**src/rtl/stim_seq.sv**
```systemverilog
// stim_seq: button-press stimulus sequencer for a device under test.
// Holds the target in reset, then plays one press/gap command at a time until the run budget expires.
module stim_seq #(
    parameter int unsigned CHANNELS   = 8,
    parameter int unsigned CNT_W      = 16,
    parameter int unsigned RST_HOLD   = 4,
    parameter int unsigned RUN_CYCLES = 1200,
    // Widening the channel port lets a bench offer out-of-range indices.
    parameter int unsigned CHAN_W     = (CHANNELS > 1) ? $clog2(CHANNELS) : 1
) (
    input  logic                clk,
    input  logic                rst,
    input  logic                cmd_valid,
    output logic                cmd_ready,
    input  logic [CHAN_W-1:0]   cmd_chan,
    input  logic [CNT_W-1:0]    cmd_len,
    input  logic [CNT_W-1:0]    cmd_gap,
    output logic                tgt_rst_n,
    output logic [CHANNELS-1:0] btn_n,
    output logic                busy,
    output logic                err,
    output logic                done
);

    localparam int unsigned        RUN_W     = CNT_W + 8;
    localparam int unsigned        HOLD_W    = (RST_HOLD > 1) ? $clog2(RST_HOLD) : 1;
    localparam logic [HOLD_W-1:0]  HOLD_LAST = HOLD_W'(RST_HOLD - 1);
    localparam logic [RUN_W-1:0]   RUN_LIM   = RUN_W'(RUN_CYCLES);

    typedef enum logic [2:0] {
        StRsth,
        StIdle,
        StPress,
        StGap,
        StDone
    } state_e;

    state_e              r_state;
    logic [HOLD_W-1:0]   r_hold;
    logic [CNT_W-1:0]    r_timer;
    logic [CNT_W-1:0]    r_gap;
    logic [CHAN_W-1:0]   r_chan;
    logic [RUN_W-1:0]    r_run;
    logic                r_busy;
    logic                r_err;

    state_e              w_state_nxt;
    logic [HOLD_W-1:0]   w_hold_nxt;
    logic [CNT_W-1:0]    w_timer_nxt;
    logic [CNT_W-1:0]    w_gap_nxt;
    logic [CHAN_W-1:0]   w_chan_nxt;
    logic [RUN_W-1:0]    w_run_nxt;
    logic                w_err_nxt;
    logic                w_running;
    logic                w_run_hit;
    logic                w_chan_ok;
    logic [CNT_W-1:0]    w_len_eff;

    assign w_running = (r_state == StIdle) || (r_state == StPress) || (r_state == StGap);
    // The run budget expires on the edge where the counter would step onto RUN_CYCLES.
    assign w_run_hit = (RUN_CYCLES != 0) && w_running && ((r_run + RUN_W'(1)) == RUN_LIM);
    assign w_chan_ok = (32'(cmd_chan) < CHANNELS);
    assign w_len_eff = (cmd_len == '0) ? CNT_W'(1) : cmd_len;

    always_comb begin
        w_state_nxt = r_state;
        w_hold_nxt  = r_hold;
        w_timer_nxt = r_timer;
        w_gap_nxt   = r_gap;
        w_chan_nxt  = r_chan;
        w_err_nxt   = 1'b0;
        w_run_nxt   = r_run;

        if (w_running && (r_run != '1)) begin
            w_run_nxt = r_run + RUN_W'(1);
        end

        unique case (r_state)
            StRsth: begin
                if (r_hold == HOLD_LAST) begin
                    w_state_nxt = StIdle;
                    w_hold_nxt  = '0;
                end else begin
                    w_hold_nxt = r_hold + HOLD_W'(1);
                end
            end
            StIdle: begin
                if (w_run_hit) begin
                    w_state_nxt = StDone;
                end else if (cmd_valid) begin
                    w_gap_nxt  = cmd_gap;
                    w_chan_nxt = cmd_chan;
                    if (w_chan_ok) begin
                        w_state_nxt = StPress;
                        w_timer_nxt = w_len_eff;
                    end else begin
                        w_err_nxt   = 1'b1;
                        w_timer_nxt = cmd_gap;
                        w_state_nxt = (cmd_gap == '0) ? StIdle : StGap;
                    end
                end
            end
            StPress: begin
                if (w_run_hit) begin
                    w_state_nxt = StDone;
                end else if (r_timer == CNT_W'(1)) begin
                    w_timer_nxt = r_gap;
                    w_state_nxt = (r_gap == '0) ? StIdle : StGap;
                end else begin
                    w_timer_nxt = r_timer - CNT_W'(1);
                end
            end
            StGap: begin
                if (w_run_hit) begin
                    w_state_nxt = StDone;
                end else if (r_timer == CNT_W'(1)) begin
                    w_state_nxt = StIdle;
                end else begin
                    w_timer_nxt = r_timer - CNT_W'(1);
                end
            end
            StDone: begin
                w_state_nxt = StDone;
            end
            default: begin
                w_state_nxt = StRsth;
            end
        endcase
    end

    always_ff @(posedge clk) begin
        if (rst) begin
            r_state <= StRsth;
            r_hold  <= '0;
            r_timer <= '0;
            r_gap   <= '0;
            r_chan  <= '0;
            r_run   <= '0;
            r_busy  <= 1'b0;
            r_err   <= 1'b0;
        end else begin
            r_state <= w_state_nxt;
            r_hold  <= w_hold_nxt;
            r_timer <= w_timer_nxt;
            r_gap   <= w_gap_nxt;
            r_chan  <= w_chan_nxt;
            r_run   <= w_run_nxt;
            r_busy  <= (w_state_nxt == StPress) || (w_state_nxt == StGap);
            r_err   <= w_err_nxt;
        end
    end

    assign cmd_ready = (r_state == StIdle);
    assign tgt_rst_n = (r_state != StRsth);
    assign done      = (r_state == StDone);
    assign busy      = r_busy;
    assign err       = r_err;

    // Only a valid channel ever reaches StPress, so at most one button is low.
    always_comb begin
        btn_n = '1;
        for (int unsigned i = 0; i < CHANNELS; i++) begin
            if ((r_state == StPress) && (r_chan == CHAN_W'(i))) begin
                btn_n[i] = 1'b0;
            end
        end
    end

endmodule

```
**config.mk**
```make
export PLATFORM = sky130hd
export DESIGN_NAME = stim_seq
export DESIGN_NICKNAME = d
export VERILOG_FILES = /design/src/rtl/stim_seq.sv
export SDC_FILE = /design/constraint.sdc
export NUM_CORES = 1
export LEC_CHECK = 0
export BUFFER_PORTS_ARGS = -buffer_cell sky130_fd_sc_hd__buf_2
export CAP_MARGIN = 15
export CORE_ASPECT_RATIO = 1.75
export CORE_UTILIZATION = 58
export CTS_CLUSTER_SIZE = 24
export DETAILED_ROUTE_END_ITERATION = 16
export GPL_TIMING_DRIVEN = 0
export PLACE_DENSITY_LB_ADDON = 0.12
export SLEW_MARGIN = 20
export SYNTH_ARGS = -nofsm -noshare
export SYNTH_HDL_FRONTEND = slang
export SYNTH_SLANG_ARGS = --single-unit
export TNS_END_PERCENT = 10
```
**constraint.sdc**
```tcl
create_clock -name clk -period 3 [get_ports clk]
set_clock_uncertainty 0.05 [all_clocks]
set_input_delay 0.75 -clock clk [delete_from_list [all_inputs] [get_ports clk]]
set_output_delay 0.75 -clock clk [all_outputs]
set_load 0.03 [all_outputs]
```
## Word level (Yosys, flattened, before mapping)

Index checks and enable logic that the tools add are counted.

- Flip-flop bits (word level): 65
- Bits of input ports: 38
- Output and inout port bits: 13
- Logic and storage cells: 80

- Add/subtract/negate cells: 3
- Equal/unequal tests: 22
- Muxes and demuxes: 26
- Bitwise gates (word level): 1
- Reduce and logical (&&, ||, !) cells: 21

Operators with widths:

| operator | number |
|---|---|
| 2-to-1 mux 16 bit | 7 |
| case mux 16 bit (3 select lines) | 1 |
| zero test 16 bit | 2 |
| adder 24 x 1 -> 24 bit (second input constant) | 1 |
| == test 24 x 11 -> 1 bit (second input constant) | 1 |
| inequality test 24 bit (second input constant) | 1 |
| 2-to-1 mux 3 bit | 7 |
| == test 3 x 2 -> 1 bit (second input constant) | 6 |
| == test 16 x 1 -> 1 bit (second input constant) | 1 |
| subtractor 16 x 1 -> 16 bit (second input constant) | 1 |
| == test 3 bit (second input constant) | 5 |
| case mux 3 bit (5 select lines) | 1 |
| logical AND 1 bit | 10 |
| inequality test 2 bit (second input constant) | 5 |
| 2-to-1 mux 1 bit | 8 |
| == test 3 x 1 -> 1 bit (second input constant) | 2 |
| zero test 3 bit | 2 |
| AND reduction 6 bit | 1 |
| nonzero test 3 bit | 2 |
| 2-to-1 mux 2 bit | 2 |
| logical OR 1 bit | 3 |
| AND reduction 3 bit | 1 |
| adder 2 x 1 -> 2 bit (second input constant) | 1 |
| == test 2 bit (second input constant) | 1 |
| inverter 1 bit | 1 |

## Longest topological paths before layout

- Word-level depth: 8
- Gate-level depth with buffers: 11
- Mapped depth without buffers: 9

## Least setup slack after synthesis

Ideal clock, no wire load.

- Kind: register to register
- Start: reg r_run[0]
- End: reg r_state[0]
- Setup time: 71 ps
- Arrival time: 2313 ps
- Data required time: 2879 ps
- Path slack: 566 ps
- Stages on the path, launching flop included: 10
- Clock period less this slack: 2434 ps
- Cells stage by stage: dfxtp_1 ha_1 nand3_1 nor3_1 a311oi_1 a2bb2oi_1 and4_4 buf_6 or4_1 a21oi_1

- Longest elaborated chain between the ends: 5
- Elaborated cells between the ends (all ways): 7
- Those cells by class: add/sub (1); eq/ne (1); mux (4); reduce/logical (1)

RTL lines:

| what | line | source |
|---|---|---|
| start, declared | 43 | `logic [RUN_W-1:0] r_run;` |
| start signal, assigned | 147 | `r_run <= w_run_nxt;` |
| adder 24 x 1 -> 24 bit (*) | 61 | `assign w_run_hit = (RUN_CYCLES != 0) && w_running && ((r_run + RUN_W'(1)) == RUN_LIM);` |
| == test 24 x 11 -> 1 bit (*) | 61 |  |
| logical AND 1 bit (*) | 61 |  |
| 2-to-1 mux 3 bit (on tied branches) | 114, 104, 88 |  |
| case mux 3 bit (5 select lines) (*) | 78 | `unique case (r_state)` |
| end signal, assigned | 133 | `r_state <= StRsth;` |
| end signal, assigned | 142 | `r_state <= w_state_nxt;` |
| end, declared | 38 | `state_e r_state;` |

Every way passes the cells marked *; elsewhere a longest branch is shown, timed or not.
A chain may end at the register's enable or synchronous reset.

## Worst setup path after layout

- Start: reg r_run[0]
- End: reg r_timer[3]

- Longest elaborated chain between the ends: 5
- Elaborated cells between the ends (all ways): 7
- Those cells by class: add/sub (1); eq/ne (4); reduce/logical (2)

RTL lines:

| what | line | source |
|---|---|---|
| adder 24 x 1 -> 24 bit (*) | 61 |  |
| == test 24 x 11 -> 1 bit (*) | 61 |  |
| logical AND 1 bit (*) | 61 |  |
| inequality test 2 bit (no source line) | - |  |
| AND reduction 6 bit (no source line) (*) | - |  |
| end signal, assigned | 144 | `r_timer <= w_timer_nxt;` |
| end, declared | 40 | `logic [CNT_W-1:0] r_timer;` |

Marks and branches as above.

==> summary.md <==
| Metric | Value |
|---|---|
| HP Start | r_hold[1]$_SDFFE_PP0P_ |
| Die Y-Extent | 112 um |
| Total GRT Usage | 35.8% |
| CP Launch Point | r_run[0]$_SDFFE_PP0P_ |
| WP data required | 3.16 ns |
| Detail Placement HPWL | 9120 um |
| Clock slew seen by the registers of the worst setup and hold paths | 0.06 ns |
| R2R Setup Slk | 0.12 ns |
| Drt via density | 6.29 |
| Pins over their slew limit | 0 |
| FF-to-FF Start | r_run[0]$_SDFFE_PP0P_ |
| RSZ-0062 raised after global routing | no |
| Peak fanout along the critical path | 10 |
| Initial Util | 61.0% |
| Fmax | 0.347 GHz |
| Kind of critical path | reg -> reg |
| Area grow syn2layout | 16.5% |
| Worst R2R Path Depth | 9 |
| Final net count | 611 |
| ANT cells | 0 |
| Count of final hold-check violations | 0 |
| Main synth FF type | dfxtp_1 |
| I/O Buffers | 49 |
| Final Cycle Share | 96.1% |
| DRC errors left | 0 |
| Slew headroom | 41.1% |
| Top cells by area, synth | dfxtp_1 32%, nand2_1 7.7%, nor2_1 5.5% |
| Mapped Nets | 552 |
| PD cells | 492 mW/mm2 |
| Synth Instances | 510 |
| Critical Path End Type | flip-flop |
| Fin crit period | 2.88 ns |
| Crit-path cells | ha_1, nand3_1, nor4_2, a31oi_1, a2111oi_4, nand4_1, nand2_2, clkbuf_4, o21ai_0 |
| Yosys warning count | 0 |
| Top post-synthesis cells by count | 83 x nand2_1, 65 x dfxtp_1, 59 x nor2_1, 26 x nor3_1 |
| Leakage | 1.76 nW |
| CP max-delay cell | dfxtp_1 |
| Grt total ovfl | 0 |
| Post-Place Worst Slack | -0.107 ns |
| EDFF count, synth | 0 |
| Crit-path max cell delay | 0.44 ns |
| Placer Congestion | 0.983 |
| Max-cap check violation count | 0 |
| Count leader, synth | nand2_1 |
| Routed WL | 12400 um |
| IO Pins | 51 |
| Setup violations, final | 0 |
| Post-DP Area | 0.00439 mm2 |
| Post-CTS Setup Inserts | 0 |
| Asr flop ratio synth | 0% |
| Fin area | 0.00472 mm2 |
| Via count | 4123 |
| Max IR drop VDD | 0.469 mV |
| Max Root-Sink Buffers | 2 |
| Number of distinct library cells after synthesis | 67 |
| Vias in the first global route | 4099 |
| Sequential fraction of the synthesis area | 32.2% |
| Routed Antenna Nets | 0 |
| DRT iter0 DRCs | 313 |
| Depth of the CTS H-tree | 3 |
| Wire per inst | 18.9 um |
| Startpoint types | flip-flop |
| Die area | 0.00733 mm2 |
| Clock sinks | 65 |
| Initial antenna violation count | 0 |
| Total power | 2.32 mW |
| Fin Setup TNS | 0 ns |
| CTS Buf Count | 9 |
| CTS Root Cell | clkbuf_16 |
| Avg Cell Area, Syn | 7.93 um2 |
| Row Count | 39 |
| R2R Path End | r_timer[3]$_SDFFE_PP0P_ |
| Status | completed |
| Top-area cell type share of the netlist area | 32.2% |
| Core outline area | 0.00664 mm2 |
| Slew @ Worst Pin | 0.876 ns |
| Worst-Skew Late Latency | 0.34 ns |
| Die width | 65.1 um |
| FILL cells | 568 |
| Largest net degree at the start of global routing | 11 |
| Post-synthesis register bit count | 65 |
| Final setup margin | 0.117 ns |
| First-pass GRT wire length | 19700 um |
| Hold Crit Class | reg -> reg |
| Post-CTS Hold Buffers | 0 |
| TritonCTS clock tree | yes |
| CP Capture Point | r_timer[3]$_SDFFE_PP0P_ |
| Crit path DAT | 3.04 ns |
| DRT Pass-1 Iters | 5 |
| Share of cells above drive strength 1 | 18.8% |
| Leading area contributor after synthesis | dfxtp_1 |
| Mapped Area | 0.00405 mm2 |
-- sequential cells by signal, indices dropped and copies added (netlist names) --
name,flops
r_run,24
r_gap,16
r_timer,16
r_chan,3
r_state,3
r_hold,2
busy,1
-- worst max-delay path: cells and delay by family (launching register included) --
kind            cells  cell delay, ns
simple gates        4            1.05
compound gates      3            0.63
flops               1            0.44
fa+ha+maj           1            0.30
buf+inv             1            0.27
-- cell type report --
class / instances / area, um2 / area share (%)
multi-input cells: 396 / 2520 / 53.4
flip-flops and latches: 65 / 1300 / 27.6
clock buffers: 13 / 250 / 5.31
repair buffers: 49 / 245 / 5.20
plain buffers: 39 / 224 / 4.75
well taps: 82 / 103 / 2.18
clock inverters: 3 / 40.0 / 0.849
inverters: 9 / 33.8 / 0.716
-- logic make-up (layout without fill, tap and decap cells) --
kind of cell               Yosys count  count (layout)  synth area share [%]
other                                1               1                0.0927
buffers and inverters               49             113                  6.37
xor gates and xnor gates            29              29                  6.28
AOI/OAI and AO/OA                   83              83                  15.8
DFF                                 65              65                  32.2
adders and majority gates            4               4                  1.24
muxes                               20              20                  4.98
and+or+nand+nor                    259             259                  33.1
-- repair_timing --
item | in CTS | in global routing
gates resized for setup | 2 | 7
cloned | 0 | 0
hold endpoints to repair | 0 | 0
setup endpoints to repair | 21 | 22
pin swaps | 0 | 1
-- report_power, final --
part,internal (mW),total (mW),switching [mW]
logic,0.126,0.348,0.223
registers,0.889,0.916,0.0271
clock network,0.664,1.05,0.391
-- routing by layer --
metal	wire length, um	vias to the layer above	global-route usage (%)
met1	4500	1922	35.7
met4	833	0	26.8
met5	0	-	0
met3	530	62	6.10
met2	6530	172	63.8
li1	-	1967	-
-- worst min-delay path by stage --
stage / to / cells after the start
after floorplan: r_hold[1]$_SDFFE_PP0P_ / 2
after global placement: r_hold[1]$_SDFFE_PP0P_ / 2
after detailed placement: r_hold[1]$_SDFFE_PP0P_ / 2
after CTS: r_hold[1]$_SDFFE_PP0P_ / 2
after global routing: r_hold[1]$_SDFFE_PP0P_ / 2
final: r_hold[1]$_SDFFE_PP0P_ / 2
-- metrics by stage --
step	cells	hold slack [ns]	util [%]
4_1_cts	657	0.421	70.7
3_5_place_dp	641	0.414	66.2
3_3_place_gp	641	0.398	66.2
6_report	656	0.419	71.1
5_1_grt	656	0.435	71.1
2_1_floorplan	510	0.390	-
-- placed cells by master (no fill, tap or decap), types with 4 or more instances in the layout --
cell type	count
a31oi_1	5
mux2i_1	19
a222oi_1	5
ha_1	4
xor2_1	9
xnor2_1	20
dfxtp_1	65
a21oi_1	16
nand4_1	12
buf_2	58
nand2_1	82
nor3_1	24
nand3_1	16
inv_1	9
o311ai_0	10
clkbuf_1	21
nor4_2	4
o31ai_1	7
and3_1	5
nor2b_1	5
buf_4	6
nor2_1	59
nor4_1	16
or3_1	5
o21ai_0	8
clkbuf_16	9
Power figures use the tool's default switching activity.
